==> src/rtl/grid_access_arbiter.sv <==
// grid_access_arbiter
//   Sole owner of the single-port grid cell RAM. It shares the RAM between the
//   display read port, the game write port and the game read port. It also
//   runs a clear sequencer that wipes every cell to NULL before a new game.
//
// Ports
//   clk, rst                 clock, asynchronous active-low reset
//   clear_req/busy/done      start a wipe / wipe in progress / 1-cycle done pulse
//   disp_rd_*                display read: level request, registered valid/data
//   game_wr_*                game write: level request held until ack, x/y/data
//   game_rd_*                game read: level request held until ack, then valid/data
//   oob_err                  pulses alongside a grant whose address is off-grid
//   ram_*                    registered RAM control; ram_rdata has 1-cycle latency
module grid_access_arbiter #(
    parameter int GRID_SIZE_X = 32,
    parameter int GRID_SIZE_Y = 24,
    parameter int ADDR_W      = 10,
    parameter int MAX_WAIT    = 8
) (
    input  logic              clk,
    input  logic              rst,
    input  logic              clear_req,
    output logic              clear_busy,
    output logic              clear_done,
    input  logic              disp_rd_req,
    input  logic [ADDR_W-1:0] disp_rd_addr,
    output logic              disp_rd_valid,
    output logic [3:0]        disp_rd_data,
    input  logic              game_wr_req,
    input  logic [4:0]        game_wr_x,
    input  logic [4:0]        game_wr_y,
    input  logic [3:0]        game_wr_data,
    output logic              game_wr_ack,
    input  logic              game_rd_req,
    input  logic [4:0]        game_rd_x,
    input  logic [4:0]        game_rd_y,
    output logic              game_rd_ack,
    output logic              game_rd_valid,
    output logic [3:0]        game_rd_data,
    output logic              oob_err,
    output logic              ram_en,
    output logic              ram_we,
    output logic [ADDR_W-1:0] ram_addr,
    output logic [3:0]        ram_wdata,
    input  logic [3:0]        ram_rdata
);

    localparam int                CELLS     = GRID_SIZE_X * GRID_SIZE_Y;
    localparam int                WCNT_W    = $clog2(MAX_WAIT + 1);
    localparam logic [WCNT_W-1:0] WAIT_SAT  = WCNT_W'(MAX_WAIT);
    localparam logic [ADDR_W-1:0] LAST_ADDR = ADDR_W'(CELLS - 1);

    typedef enum logic {IDLE, CLEAR} state_t;

    state_t            state;
    logic [WCNT_W-1:0] wait_cnt;

    // Read return pipeline: stage 0 lines up with the ram_en cycle, stage 1 with
    // the cycle ram_rdata is valid. zero_pipe marks reads answered without RAM.
    logic [1:0] disp_pipe, game_pipe, zero_pipe;

    // A port is masked during its own ack cycle so a held level is not re-granted.
    logic wr_pend, rd_pend;
    assign wr_pend = game_wr_req && !game_wr_ack;
    assign rd_pend = game_rd_req && !game_rd_ack;

    // Range checks are done at 32 bits so they stay meaningful for any grid size.
    logic [31:0]       wr_xw, wr_yw, rd_xw, rd_yw, disp_aw;
    logic              wr_oob, rd_oob, disp_oob;
    logic [ADDR_W-1:0] wr_addr, rd_addr;

    always_comb begin
        wr_xw    = 32'(game_wr_x);
        wr_yw    = 32'(game_wr_y);
        rd_xw    = 32'(game_rd_x);
        rd_yw    = 32'(game_rd_y);
        disp_aw  = 32'(disp_rd_addr);
        wr_oob   = (wr_xw >= 32'(GRID_SIZE_X)) || (wr_yw >= 32'(GRID_SIZE_Y));
        rd_oob   = (rd_xw >= 32'(GRID_SIZE_X)) || (rd_yw >= 32'(GRID_SIZE_Y));
        disp_oob = disp_aw >= 32'(CELLS);
        wr_addr  = ADDR_W'(wr_yw * 32'(GRID_SIZE_X) + wr_xw);
        rd_addr  = ADDR_W'(rd_yw * 32'(GRID_SIZE_X) + rd_xw);
    end

    // One grant per cycle. A saturated wait counter hands the slot to the game
    // port ahead of the display; otherwise display > write > read.
    logic arb_ok, override, grant_disp, grant_wr, grant_rd;

    always_comb begin
        arb_ok     = (state == IDLE) && !clear_req;
        override   = (wait_cnt == WAIT_SAT);
        grant_disp = 1'b0;
        grant_wr   = 1'b0;
        grant_rd   = 1'b0;
        if (arb_ok) begin
            if (override && wr_pend)      grant_wr   = 1'b1;
            else if (override && rd_pend) grant_rd   = 1'b1;
            else if (disp_rd_req)         grant_disp = 1'b1;
            else if (wr_pend)             grant_wr   = 1'b1;
            else if (rd_pend)             grant_rd   = 1'b1;
        end
    end

    // Display reads that cannot reach the RAM (during a wipe, in the cycle a wipe
    // starts, or off-grid) still return on time, with data 0.
    logic disp_nomem, disp_take, game_take, zero_take;

    always_comb begin
        disp_nomem = disp_rd_req && ((state == CLEAR) || clear_req);
        disp_take  = grant_disp || disp_nomem;
        game_take  = grant_rd;
        zero_take  = disp_nomem || (grant_disp && disp_oob) || (grant_rd && rd_oob);
    end

    always_ff @(posedge clk or negedge rst) begin
        if (!rst) begin
            state         <= IDLE;
            wait_cnt      <= '0;
            disp_pipe     <= '0;
            game_pipe     <= '0;
            zero_pipe     <= '0;
            clear_busy    <= 1'b0;
            clear_done    <= 1'b0;
            disp_rd_valid <= 1'b0;
            disp_rd_data  <= '0;
            game_wr_ack   <= 1'b0;
            game_rd_ack   <= 1'b0;
            game_rd_valid <= 1'b0;
            game_rd_data  <= '0;
            oob_err       <= 1'b0;
            ram_en        <= 1'b0;
            ram_we        <= 1'b0;
            ram_addr      <= '0;
            ram_wdata     <= '0;
        end else begin
            game_wr_ack <= 1'b0;
            game_rd_ack <= 1'b0;
            oob_err     <= 1'b0;
            clear_done  <= 1'b0;
            ram_en      <= 1'b0;
            ram_we      <= 1'b0;
            ram_wdata   <= '0;

            disp_pipe <= {disp_pipe[0], disp_take};
            game_pipe <= {game_pipe[0], game_take};
            zero_pipe <= {zero_pipe[0], zero_take};

            disp_rd_valid <= disp_pipe[1];
            game_rd_valid <= game_pipe[1];
            disp_rd_data  <= (disp_pipe[1] && !zero_pipe[1]) ? ram_rdata : 4'd0;
            game_rd_data  <= (game_pipe[1] && !zero_pipe[1]) ? ram_rdata : 4'd0;

            if (grant_wr || grant_rd)
                wait_cnt <= '0;
            else if ((state == IDLE) && (wr_pend || rd_pend) && (wait_cnt != WAIT_SAT))
                wait_cnt <= wait_cnt + WCNT_W'(1);

            case (state)
                IDLE: begin
                    if (clear_req) begin
                        state      <= CLEAR;
                        clear_busy <= 1'b1;
                        ram_en     <= 1'b1;
                        ram_we     <= 1'b1;
                        ram_addr   <= '0;
                    end else if (grant_disp) begin
                        if (disp_oob) begin
                            oob_err <= 1'b1;
                        end else begin
                            ram_en   <= 1'b1;
                            ram_addr <= disp_rd_addr;
                        end
                    end else if (grant_wr) begin
                        game_wr_ack <= 1'b1;
                        if (wr_oob) begin
                            oob_err <= 1'b1;
                        end else begin
                            ram_en    <= 1'b1;
                            ram_we    <= 1'b1;
                            ram_addr  <= wr_addr;
                            ram_wdata <= game_wr_data;
                        end
                    end else if (grant_rd) begin
                        game_rd_ack <= 1'b1;
                        if (rd_oob) begin
                            oob_err <= 1'b1;
                        end else begin
                            ram_en   <= 1'b1;
                            ram_addr <= rd_addr;
                        end
                    end
                end
                CLEAR: begin
                    // ram_addr doubles as the wipe pointer; it holds the cell
                    // being written in this cycle.
                    if (ram_addr == LAST_ADDR) begin
                        state      <= IDLE;
                        clear_busy <= 1'b0;
                        clear_done <= 1'b1;
                    end else begin
                        ram_en   <= 1'b1;
                        ram_we   <= 1'b1;
                        ram_addr <= ram_addr + ADDR_W'(1);
                    end
                end
                default: state <= IDLE;
            endcase
        end
    end

endmodule

==> config.mk <==
export PLATFORM = sky130hd
export DESIGN_NAME = grid_access_arbiter
export DESIGN_NICKNAME = d
export VERILOG_FILES = /design/src/rtl/grid_access_arbiter.sv
export SDC_FILE = /design/constraint.sdc
export NUM_CORES = 1
export LEC_CHECK = 0
export BUFFER_PORTS_ARGS = -buffer_cell sky130_fd_sc_hd__buf_2
export CORE_MARGIN = 1.5
export CORE_UTILIZATION = 44
export CTS_CLUSTER_DIAMETER = 200
export DETAILED_ROUTE_END_ITERATION = 8
export PLACE_DENSITY = 0.88
export SYNTH_ARGS = -nofsm -noshare
export SYNTH_HDL_FRONTEND = slang
export SYNTH_SLANG_ARGS = --single-unit
==> constraint.sdc <==
create_clock -name clk -period 2.17 [get_ports clk]
set_clock_uncertainty 0.1 [all_clocks]
set_input_delay 0.434 -clock clk [delete_from_list [all_inputs] [get_ports clk]]
set_output_delay 0.434 -clock clk [all_outputs]
set_load 0.005 [all_outputs]
==> impl_metrics.json <==
{
  "cp-startpoint": "wait_cnt[1]",
  "globalplace.congestion": 0.9296,
  "syn_area_sq_um": 2007,
  "grt_pass1_wl_um": 8238,
  "ant_nets": 0,
  "synthArstFlopShare": 1.000,
  "synth_flop_cell": "dfrtp_1",
  "totalWireLength_um": 5038,
  "clk_latency_ns": 0.29,
  "dp.cells": 319,
  "nets": 324,
  "ff2ff_path_depth": 8,
  "initial_core_util": 0.4578,
  "hold_viol_final": 0,
  "synth_fp_nets": 229,
  "slew_violations": 0,
  "cp.arrival_ns": 2.16,
  "grt_util_all_layers": 0.2126,
  "synth_area_per_cell_sq_um": 11.03,
  "timing.fmax_ghz": 0.4811,
  "leakage_nw": 1.390,
  "outcome": "finished clean",
  "fin_util": 0.6102,
  "peakVddDrop_uv": 289.8,
  "tightestPinTransition_ns": 0.5154,
  "fillCellCount": 365,
  "r2r-end": "ram_addr[0]",
  "drcViolationCount": 0,
  "instances_no_fill": 330,
  "synth_edf_count": 0,
  "max-slew-margin-rel": 0.6564,
  "antenna_cells": 0,
  "path_buf_inv": 1,
  "drv_cap": 0,
  "antenna_found_initial": 0,
  "cp.depth": 8,
  "path_cells": "inv_2 -> ha_4 -> nand3b_4 -> a221o_2 -> nand3_2 -> a311oi_4 -> nor2_4 -> mux2_4",
  "required_ns": 2.25,
  "endpoint_kind": "flip-flop",
  "clock_sinks": 42,
  "die_width_um": 70.54,
  "yosysWarnings": 0,
  "cts_tree": "yes",
  "cp_max_fo": 8,
  "synth_seq_cells": 42,
  "core_area_sq_um": 4384,
  "syn_inst": 182,
  "finalHoldWorstSlack_ns": 0.2477,
  "fp.dieH_um": 70.54,
  "start_kind": "flip-flop",
  "cts_root_buf": "clkbuf_8",
  "vias": 1819,
  "numCtsBuffers": 5,
  "placement_rows": 24,
  "synthTopCellsByArea": "dfrtp_1 (52%), nand2_1 (3.2%), and2_1 (3.1%)",
  "rsz0062_at_grt": "yes",
  "ys_types": 44,
  "worst_hold_path_type": "reg -> reg",
  "port_buffers": 74,
  "reg2reg_from": "wait_cnt[1]",
  "finalCriticalPeriod_ns": 2.078,
  "clkTransAtPathRegs_ns": 0.09,
  "drive_above_1_share": 0.4245,
  "cts_max_path_buffers": 2,
  "dr.pass1.iters": 4,
  "avgViaCountPerCell": 5.512,
  "setup_viol": 0,
  "grt_max_degree": 24,
  "drt-initial-drc-count": 128,
  "pin_count": 75,
  "rrSetupSlack_ns": 0.09,
  "overflow": 0,
  "tns_ns": 0,
  "dpl.hpwl_um": 3743,
  "finalCritPeriodShare": 0.9578,
  "grt_pass1_vias": 1776,
  "wire_per_inst_um": 15.27,
  "die-area_sq_um": 4975,
  "crit_path_end": "ram_addr[0]",
  "timing_worst_setup_path_type": "reg -> reg",
  "slowest_delay_ns": 0.46,
  "h-tree-depth": 2,
  "ys_seq_area_frac": 0.5237,
  "synth.top_cell.area_share": 0.5237,
  "yosysTopAreaCell": "dfrtp_1",
  "syn_to_final_growth_pct": 33.29,
  "crit_family": "compound AO/OA/AOI/OAI gates",
  "power_density_nw_per_um2": 788.0,
  "crit_path_top_delay_cell": "a311oi_4"
}
==> cell families after synthesis <==
logic type,synth area share
DFF,0.5237
buffers and inverters,0.02057
adders and majority gates,0.01871
muxes,0.02993
AOI/OAI and AO/OA,0.1596
xor gates and xnor gates,0.04364
and+or+nand+nor,0.2039
==> placed cells by master, fill, tap and decap left out, drive strengths merged, types with 3 or more instances in the layout <==
master / netlist / final
xnor2: 6 / 6
xor2: 4 / 4
ha: 3 / 3
dfrtp: 42 / 42
a21oi: 3 / 3
and3: 7 / 7
inv: 5 / 6
nand3: 9 / 9
a221o: 3 / 3
o21ai: 11 / 11
nand2: 17 / 17
mux2i: 3 / 3
nor2b: 4 / 4
buf: 3 / 92
a222oi: 6 / 6
clkbuf: 2 / 5
and2: 10 / 10
nor2: 13 / 13
a221oi: 6 / 6
nand4: 5 / 5
==> flip-flops by register name, indices dropped and copies added, names as in the netlist, 2 cells and up <==
name	count
ram_addr	10
game_rd_data	4
zero_pipe	2
disp_rd_data	4
disp_pipe	2
wait_cnt	4
game_pipe	2
ram_wdata	4
==> report_power, final <==
group / switching [mW] / internal, mW / leakage, nW
clock: 0.284 / 0.230 / 0.0408
sequential: 0.122 / 0.882 / 0.532
combinational: 0.262 / 0.327 / 0.818
total: 0.669 / 1.44 / 1.39
==> timing repair <==
item                                    CTS  global route
endpoints found under the setup margin    0             9
hold endpoints to repair                 21             0
buffers inserted                          0             2
hold buffers                              1             0
resized for setup                         0             4
==> area by class of cell <==
class / count / area (sq um) / share of cell area
clock buffer: 5 / 68.82 / 0.02572
clock inverter: 3 / 23.77 / 0.008887
inverter: 5 / 18.77 / 0.007016
multi-input combinational: 130 / 932.1 / 0.3485
sequential: 42 / 1051 / 0.3929
tap: 52 / 65.06 / 0.02432
timing repair buffer: 93 / 515.5 / 0.1927
==> per-stage QoR <==
step	power (mW)	setup slack [ns]	instance area, sq um
floorplan	1.347	0.1194	2007
global placement	1.572	0.08603	2540
detailed placement	1.592	0.01720	2540
CTS	2.114	0.002084	2643
global route	2.262	-0.02135	2675
finish	2.108	0.09151	2675
==> cell usage after synthesis (3+ instances only) <==
cell and number:
a222oi_1 6, nand3_1 8, ha_1 3, xor2_1 4, nand2_1 17, and3_1 7
inv_1 5, and2_1 10, o21ai_0 9, nor2b_1 4, a221oi_1 6, nor2_1 11
nand4_1 5, mux2i_1 3, dfrtp_1 42, xnor2_1 6, buf_2 3
==> worst min path at each step <==
stage	slack, ns	end	depth (start not counted)	start
6_report	0.25	disp_pipe[1]	0	disp_pipe[0]
5_1_grt	0.24	game_rd_data[0]	2	ram_rdata[0]
4_1_cts	0.25	game_rd_data[3]	2	ram_rdata[3]
3_5_place_dp	0.24	disp_pipe[1]	0	disp_pipe[0]
3_3_place_gp	0.23	zero_pipe[1]	0	zero_pipe[0]
2_1_floorplan	0.04	clear_busy	0	rst
==> metal layers <==
metal,wire (um),vias up,track usage
met3,397,12,0.06410
met2,2424,77,0.3354
met5,0,-,0
met4,109,0,0.08386
li1,-,857,-
met1,2107,873,0.2775
Power figures use the tool's default switching activity.
